<file path="config.mk">
export PLATFORM = sky130hd
export DESIGN_NAME = a_to_sync
export DESIGN_NICKNAME = d
export VERILOG_FILES = /design/src/rtl/a_to_sync.sv
export SDC_FILE = /design/constraint.sdc
export NUM_CORES = 1
export LEC_CHECK = 0
export ABC_AREA = 1
export CAP_MARGIN = 0
export CORE_UTILIZATION = 55
export CTS_CLUSTER_DIAMETER = 80
export DETAILED_ROUTE_END_ITERATION = 10
export PLACE_DENSITY = 0.81
export SLEW_MARGIN = 20
export SYNTH_ARGS = -nofsm -noshare
export SYNTH_HDL_FRONTEND = slang
export SYNTH_SLANG_ARGS = --single-unit
</file>
<file path="constraint.sdc">
create_clock -name clk -period 3.9 [get_ports clk]
set_input_delay 0.78 -clock clk [delete_from_list [all_inputs] [get_ports clk]]
set_output_delay 0.78 -clock clk [all_outputs]
set_load 0.01 [all_outputs]
</file>
<file path="src/rtl/a_to_sync.sv">
// a_to_sync: 2-phase bundled-data async channel -> clocked valid/ready stream.
// r_i is synchronized.
// a_i is a registered toggle.
// Accepted tokens are written to a small FIFO.
// Optional feature macro: A_TO_SYNC_STALL_CNT_EN (adds stall_cnt_o).
module a_to_sync #(
    parameter logic        Rpol        = 1'b0,
    parameter int unsigned N           = 32'd1,
    parameter int unsigned DEPTH       = 4,
    parameter int unsigned SYNC_STAGES = 2
) (
    input  logic                     clk,
    input  logic                     rst,
    input  logic                     r_i,
    output logic                     a_i,
    input  logic [N-1:0]             d_i,
    output logic                     valid_o,
    input  logic                     ready_i,
    output logic [N-1:0]             d_o,
    output logic [$clog2(DEPTH):0]   count_o
`ifdef A_TO_SYNC_STALL_CNT_EN
    ,
    output logic [15:0]              stall_cnt_o
`endif
);

    localparam int unsigned AW = $clog2(DEPTH);
    localparam int unsigned CW = AW + 1;
    localparam logic [CW-1:0] FULL = CW'(DEPTH);

    logic [SYNC_STAGES-1:0] sync_q, sync_d;
    logic                   ack_q, ack_d;
    logic [AW-1:0]          wr_ptr_q, wr_ptr_d;
    logic [AW-1:0]          rd_ptr_q, rd_ptr_d;
    logic [CW-1:0]          count_q, count_d;
    logic [N-1:0]           mem [DEPTH];

    logic r_s;
    logic pending;
    logic accept;
    logic rd_fire;

    // Shift r_i into the synchronizer chain; only r_i crosses, d_i is bundled.
    always_comb begin
        sync_d = {sync_q[SYNC_STAGES-2:0], r_i};
    end

    assign r_s = sync_q[SYNC_STAGES-1];

    // Accept/read decisions and next-state for ack, pointers and occupancy.
    always_comb begin
        pending  = r_s ^ ack_q;
        accept   = pending && (count_q != FULL);
        rd_fire  = (count_q != '0) && ready_i;
        ack_d    = ack_q ^ accept;
        wr_ptr_d = wr_ptr_q;
        rd_ptr_d = rd_ptr_q;
        count_d  = count_q;
        if (accept) begin
            wr_ptr_d = wr_ptr_q + AW'(1);
        end
        if (rd_fire) begin
            rd_ptr_d = rd_ptr_q + AW'(1);
        end
        case ({accept, rd_fire})
            2'b10:   count_d = count_q + CW'(1);
            2'b01:   count_d = count_q - CW'(1);
            default: count_d = count_q;
        endcase
    end

    // Control state registers; reset returns the handshake to the idle level.
    always_ff @(posedge clk or negedge rst) begin
        if (!rst) begin
            sync_q   <= {SYNC_STAGES{Rpol}};
            ack_q    <= Rpol;
            wr_ptr_q <= '0;
            rd_ptr_q <= '0;
            count_q  <= '0;
        end else begin
            sync_q   <= sync_d;
            ack_q    <= ack_d;
            wr_ptr_q <= wr_ptr_d;
            rd_ptr_q <= rd_ptr_d;
            count_q  <= count_d;
        end
    end

    // FIFO storage; d_i is stable here because accept follows the sync delay.
    always_ff @(posedge clk) begin
        if (accept) begin
            mem[wr_ptr_q] <= d_i;
        end
    end

`ifdef A_TO_SYNC_STALL_CNT_EN
    logic [15:0] stall_q, stall_d;

    // Count cycles where a token waits on a full FIFO, saturating.
    always_comb begin
        stall_d = stall_q;
        if (pending && (count_q == FULL) && (stall_q != '1)) begin
            stall_d = stall_q + 16'd1;
        end
    end

    // Stall counter register, cleared only by reset.
    always_ff @(posedge clk or negedge rst) begin
        if (!rst) begin
            stall_q <= '0;
        end else begin
            stall_q <= stall_d;
        end
    end

    assign stall_cnt_o = stall_q;
`endif

    assign a_i     = ack_q;
    assign valid_o = (count_q != '0);
    assign count_o = count_q;
    // Head is masked to zero when empty so d_o is defined without resetting storage.
    assign d_o     = valid_o ? mem[rd_ptr_q] : '0;

endmodule

</file>
* Word level (Yosys, flattened, before mapping) *
Memories as Yosys holds them, arrays and structs flattened.
Index checks and enable logic that the tools add are counted.

word-level totals
  register bits = 10
  bits in writable memories = 4
  word-level logic and storage cells = 23
  memories = 1

operators by class
  $add $sub $neg = 4
  equal/unequal tests = 3
  multiplexer cells = 4
  bitwise operators = 2
  reduce and logical (&&, ||, !) cells = 4

memory list
  name  depth  bits a word  read ports  clocked after memory_dff  write ports  RTL line  text
  mem   4      1            1           0                         1            36        logic [N-1:0] mem [DEPTH];

operators with widths
  operator                                          number
  case mux 3 bit (2 select lines)                   1
  adder 2 x 1 -> 2 bit, second input constant       2
  adder 3 x 1 -> 3 bit, second input constant       1
  two-way mux 1 bit                                 3
  inequality test 3 bit, second input constant      1
  nonzero test 3 bit                                1
  subtractor 3 x 1 -> 3 bit, second input constant  1
  == test 2 x 1 -> 1 bit, second input constant     1
  == test 2 bit, second input constant              1
  logical AND 1 bit                                 2
  nonzero test 2 bit                                1
  XOR 1 bit                                         2

* Depth between registers and ports, before layout *
Gate-level depths: netlist of the first run.

  word-level depth = 4
  mapped depth = 12
  depth with buffers taken out = 12

* Worst setup path after synthesis of the first run *
OpenSTA, ideal clock, no wires.

  path kind = input -> register
  start = input ready_i
  end = register count_q[2] (netlist: count_o[2])
  setup time = 0.117 ns
  arrival = 1.689 ns
  required time = 3.783 ns
  path slack = 2.094 ns
  stages = 9
  buffers on the path = 0
  cell sequence = nand2_4 -> inv_1 -> ha_1 -> inv_1 -> fa_1 -> nand2_1 -> nand3_1 -> nand2_1 -> nand2_1

between the ends
  word-level cells in the longest chain between the ends = 3
  elaborated cells on any way between the ends = 5

RTL lines
  what                                                                   RTL line  text
  start, declared                                                        18        input logic ready_i,
  logical AND 1 bit (*)                                                  54        rd_fire = (count_q != '0) && ready_i;
  net rd_fire                                                            41        logic rd_fire;
  == test 2 x 1 -> 1 bit or == test 2 bit (tied branches)                65        case ({accept, rd_fire})
  case mux 3 bit (2 select lines) or nonzero test 2 bit (tied branches)  n/a
  end signal, assigned                                                   85        count_q <= count_d;
  end, declared                                                          35        logic [CW-1:0] count_q, count_d;

The timed path passes the listed nets; every way through them passes the cells marked *.
A chain may end at the register's enable or synchronous reset.

* Worst setup path after layout of the first run *
  start = register count_q[2] (netlist: count_o[2])
  end = output d_o

between the ends
  word-level cells in the longest chain between the ends = 2

RTL lines
  what                RTL line  text
  nonzero test 3 bit  120       assign valid_o = (count_q != '0);
  two-way mux 1 bit   123       assign d_o = valid_o ? mem[rd_ptr_q] : '0;
  end, declared       19        output logic [N-1:0] d_o,

Every way passes these cells.

==> metrics, run 1 <==
status finished clean; Die W approximately 40 um; crit path DAT 1610 ps; clk_lat worst skew 270 ps; clock skew 0.5705 ps; Max-Cap Viols 0; Seq cells post-synth 14; die height 39.35 um; Synth Cell Area 767.0 sq um; total negative slack 0 ps; I/O Buffers 10; Ports 11; hold buffers post-CTS 0; Placer Congestion just over 0.7; Reg clk slew, reported paths roughly 80 ps; first-pass GRT wire length ~1.9 mm; share of layout cells above drive strength 1 between 10% and 20%; maximum fanout along the worst path 4; CTS tree yes; WS Path Type reg -> out; delay-heaviest family, CP buffers and inverters; vias in the first global route roughly 450; die footprint between 1500 and 2000 sq um; Via Count ~530; Post-Place Cells 108; Power, Total about 710 uW; CP startpoint kind flop; routed wire length ~1.2 mm; post-CTS setup buffers 0; Syn Area/Cell 9.241 sq um; WL/cell 10.45 um; critical path's largest stage delay 530 ps; CTS max path bufs 2; Slew @ Worst Pin 470.8 ps; hold path depth 0; Peak VDD IR 442.1 uV; critical path data required time 3120 ps; HP Class reg -> reg; residual DRC count 0; Final nets 109; Initial Util 58.94%; Post-DRT Antenna Nets 0; leakage power ~0.46 nW; unrepaired setup endpoints after global routing false; pwr/cell area 775.0 nW/um^2; placed instance area 885.9 sq um; Slowest cell on crit path clkdlybuf4s50_1; Antenna Diode Count 0; cells on worst reg2reg path 10; GR Overflow Total 0; warning count from the yosys run 0; WP buf/inv 3; core box area about 1300 sq um; max-slew violations 0; Post-Syn Nets 94; PostCTS Resize Cnt 0; fmax 419.1 MHz; root buffer cell clkbuf_4; CTS sink cnt 14; Initial DRC Count 10; final count of hold timing violations 0; Netlist cell types 17; crit-path cells inv_2, nand3_4, inv_1, a21oi_2, clkdlybuf4s50_1; Setup crit end kind output pin; slew margin rel. 68.52%; Detail Placement HPWL 938.2 um; final core occ 70.10%; final worst-path cycle share 61.19%; GRT Overall Usage 19.10%; Synth-to-Final Area Change 18.92%; row cnt 13; min Tclk post-route 2386 ps; antenna violations before repair 0; pin count of the biggest net entering global routing 11; TritonCTS Buffers 3; sequential area share after synthesis 48.29%; post-route cell area 912.1 sq um; Via density 4.723; # setup viols final 0; Synth Instances 83; H-tree Lvls 1; stages on the worst setup path 5; Initial DRT Pass Iterations 4; Non-Filler Instances about 110
[path summary, 6_finish.rpt]
kind	start	end	slack, ps
hold / removal	sync_q[0]	sync_q[1]	360
max in group asynchronous	rst	wr_ptr_q[0]	2760
setup / recovery	count_o[2]	d_o	1510
setup reg to reg	count_o[0]	count_o[2]	2090
min in group asynchronous	rst	wr_ptr_q[1]	830
hold reg to reg	sync_q[0]	sync_q[1]	360
[sequential cells by signal (all words and copies together), names as in the netlist, named ones only]
register / count
wr_ptr_q: 2
mem: 4
count_o: 3
sync_q: 2
rd_ptr_q: 2
[kinds of logic after synthesis]
logic type | share of synthesized area [%]
flip-flops | 48.29
XOR/XNOR | 2.284
adder cells (fa/ha/maj) | 10.77
buffers and inverters | 10.77
AO/OA/AOI/OAI | 3.589
AND/OR/NAND/NOR | 24.31
[metal layers]
| metal | track usage, % | wire (um) | vias to the layer above |
|---|---|---|---|
| met1 | 22.59 | 490 | 241 |
| met2 | 31.25 | 626 | 8 |
| li1 | - | - | 278 |
| met3 | 5.114 | 37 | 2 |
| met4 | 10.34 | 15 | 0 |
| met5 | 0 | 0 | - |
[worst reg2reg max path: stages, from the launching register on]
cell	delay, ps
dfrtp_1	410
inv_2	140
nand3_4	120
nand2_4	120
ha_1	170
inv_1	70
fa_1	390
nand2_1	110
nand3_1	80
nand2_1	60
nand2_1	50
[per-stage QoR]
step | worst slack [ps] | hold slack (ps)
final | 1514 | 362.4
after global routing | 1422 | 370.8
after CTS | 1507 | 368.0
after detailed placement | 1429 | 335.5
after global placement | 1512 | 343.4
after floorplan | 2094 | 331.2
[where the power goes]
part           total (mW)  internal [mW]  switching, mW
Sequential          0.255          0.204         0.0509
Combinational       0.368          0.168          0.201
Clock              0.0836         0.0396         0.0440
Total               0.707          0.411          0.296
[cells in the mapped netlist (all sizes together)]
library cell  instances  area (sq um)
inv                  22         82.57
nand2                22         100.1
dfrtp                10         250.2
nand3                 8         65.06
ha                    5         62.56
edfxtp                4         120.1
nor2                  4         15.01
o21ai                 3         18.77
xnor2                 2         17.52
a21oi                 1         8.760
fa                    1         20.02
nand4                 1         6.260
[cell usage in the layout (no fill, tap or decap), types with 2 or more instances in the layout]
cell / netlist / routed
inv_1: 18 / 18
clkbuf_4: 0 / 3
xnor2_1: 2 / 2
nand3_1: 6 / 6
nor2_1: 4 / 4
inv_2: 4 / 4
nand3_4: 2 / 2
dfrtp_1: 10 / 10
clkdlybuf4s50_1: 0 / 10
nand2_4: 2 / 2
edfxtp_1: 4 / 4
ha_1: 5 / 5
o21ai_0: 2 / 2
nand2_1: 19 / 19
[layout make-up]
| class | instances | area [sq um] |
|---|---|---|
| multi-input cells | 47 | 314.1 |
| flip-flops and latches | 14 | 370.4 |
| repair buffers | 10 | 100.1 |
| inverters | 22 | 82.58 |
| well taps | 15 | 18.77 |
| fillers | 107 | 389.1 |
| clock buffers | 4 | 26.28 |
(Power assumes the default switching activity.)
==> run 2, diff against run 1 <==
Settings changed: CORE_ASPECT_RATIO from default to 0.9, CORE_UTILIZATION 55 to 51, PLACE_DENSITY 0.81 to 0.76.
Clock period 3.9 ns to 2.2 ns, I/O delays scaled along.
==> metrics, run 2 (synthesis results as in run 1) <==
TritonCTS Buffers 3 (unchanged); stages on the worst setup path 5 (unchanged); Via Count 534 (+0.95%); CP startpoint kind flop; Net Sw Frac 41.13% (-0.68 points); cells on worst reg2reg path 10 (unchanged); critical path's largest stage delay 530 ps (about the same); antenna violations before repair 0 (unchanged); max-slew violations 0 (unchanged); HP Class reg -> reg; Placer Congestion 0.7419 (+2.6%); unrepaired setup endpoints after global routing false; Final nets 109 (unchanged); Via density 4.811 (+1.9%); number of flip-flops in the largest register 4 (unchanged); CTS max path bufs 2 (unchanged); Max-Cap Viols 0 (unchanged); min Tclk post-route just over 2000 ps; GR Overflow Total 0 (unchanged); die footprint 1663 sq um (+7.4%); Synth-to-Final Area Change 18.76%; final count of hold timing violations 0 (unchanged); Non-Filler Instances 111 (-0.89%); fmax 495.3 MHz; Ports 11 (unchanged); Antenna Diode Count 0 (unchanged); largest register by flop count mem; Pint 728.5 uW (+77%); Reg clk slew, reported paths 80 ps (about the same); critical path data required time 1760 ps (-1360 ps); CTS tree yes; most frequent cells in the layout nand2_1 (19), inv_1 (18), dfrtp_1 (10), clkdlybuf4s50_1 (10), nand3_1 (6); Sw Pwr 509.0 uW (+72%); final worst slack 181.2 ps (-1332 ps); WL/cell 9.063 um (-13%); Max Used Layer met4; Post-DRT Antenna Nets 0 (unchanged); Detail Placement HPWL 839.1 um (-11%); area of the multi-input gates 314.1 sq um (unchanged); clock skew 4.208 ps (+3.637 ps); post-CTS setup buffers 0 (unchanged); I/O Buffers 10 (unchanged); slew margin rel. 70.40% (+1.9 points); H-tree Lvls 1 (unchanged); PostCTS Resize Cnt 0 (unchanged); pin count of the biggest net entering global routing 11 (unchanged); Initial DRC Count 4 (-6); final worst-path cycle share 91.76%; hold path depth 0 (unchanged); hold buffers post-CTS 0 (unchanged); M1 WL 488 um (-0.41%); WP buf/inv 3 (unchanged); share of layout cells above drive strength 1 14.43% (unchanged); Peak VDD IR 877.6 uV (+99%); residual DRC count 0 (unchanged); WS Path Type reg -> out; crit-path cells inv_2, nand3_4, inv_1, a21oi_2, clkdlybuf4s50_1; maximum fanout along the worst path 4 (unchanged); hold_ws 364.5 ps (+2.069 ps); first-pass GRT wire length 1.738 mm (-6.4%); flop2flop setup slack 420 ps (-1670 ps); CTS sink cnt 14 (unchanged); vias in the first global route 444 (-2.0%); Post-Place Cells 107 (-0.93%); crit path DAT 1580 ps (-30 ps); clk_lat worst skew 270 ps (about the same); delay-heaviest family, CP buffers and inverters; Slew @ Worst Pin 442.6 ps (-28.20 ps); root buffer cell clkbuf_4; routed wire length 1.006 mm (-14%); Sequential Power Share 36.1% (about the same); status finished clean; Slowest cell on crit path clkdlybuf4s50_1; leakage power 0.4615 nW (unchanged); Initial Util 58.05% (-0.89 points); total negative slack 0 ps (unchanged); pwr/cell area 1359 nW/um^2 (+75%); met3 wire length 28 um (-24%); # setup viols final 0 (unchanged); most common cell after layout, fill and taps aside nand2_1; row cnt 12 (-1); flip-flop and latch area 370.4 sq um (unchanged); die height 38.79 um (-1.4%); Setup crit end kind output pin; Comb power frac 52.3% (+0.2 points); clock group share of total power 11.6% (-0.2 points); core box area 1321 sq um (+1.5%); GRT Overall Usage 15.28% (-3.8 points); Die W 42.88 um (+9.0%); Met2 Wirelength 469 um (-25%); Fill cells 102 (-4.7%); Initial DRT Pass Iterations 2 (-2); dpl ws 112.1 ps (-1317 ps)
run 2: final timing paths:
path	end	from
setup / recovery	d_o	count_o[2]
hold / removal	sync_q[1]	sync_q[0]
setup reg to reg	count_o[2]	count_o[0]
hold reg to reg	sync_q[1]	sync_q[0]
max in group asynchronous	rd_ptr_q[0]	rst
min in group asynchronous	async pin	rst
run 2: routing by layer:
| metal | global-route usage, % | vias to the layer above |
|---|---|---|
| met5 | 0 | - |
| met4 | 9.375 | 0 |
| met3 | 4.206 | 2 |
| met2 | 25.00 | 8 |
| met1 | 18.13 | 244 |
| li1 | - | 280 |
run 2: area by class of cell:
type / count / share of cell area [%]
Tap cell: 14 / 1.923
Timing Repair Buffer: 10 / 10.99
Multi-Input combinational cell: 47 / 34.48
Inverter: 22 / 9.066
Sequential cell: 14 / 40.66
Clock buffer: 4 / 2.885
run 2: stage by stage:
stage / cell area (sq um) / power [mW] / utilization, %
after CTS: 910.9 / 1.256 / 68.94
after global placement: 884.6 / 1.093 / 66.95
final: 910.9 / 1.237 / 68.94
after detailed placement: 884.6 / 1.110 / 66.95
after global routing: 910.9 / 1.356 / 68.94
after floorplan: 767.0 / 0.8996 / -
run 2: power by group through the flow:
stage               Combinational [mW]  Sequential [mW]  Clock [mW]
global route                     0.738            0.458       0.160
finish                           0.647            0.447       0.144
CTS                              0.660            0.448       0.148
detailed placement               0.657            0.453           0
global placement                 0.644            0.449           0
floorplan                        0.441            0.459           0
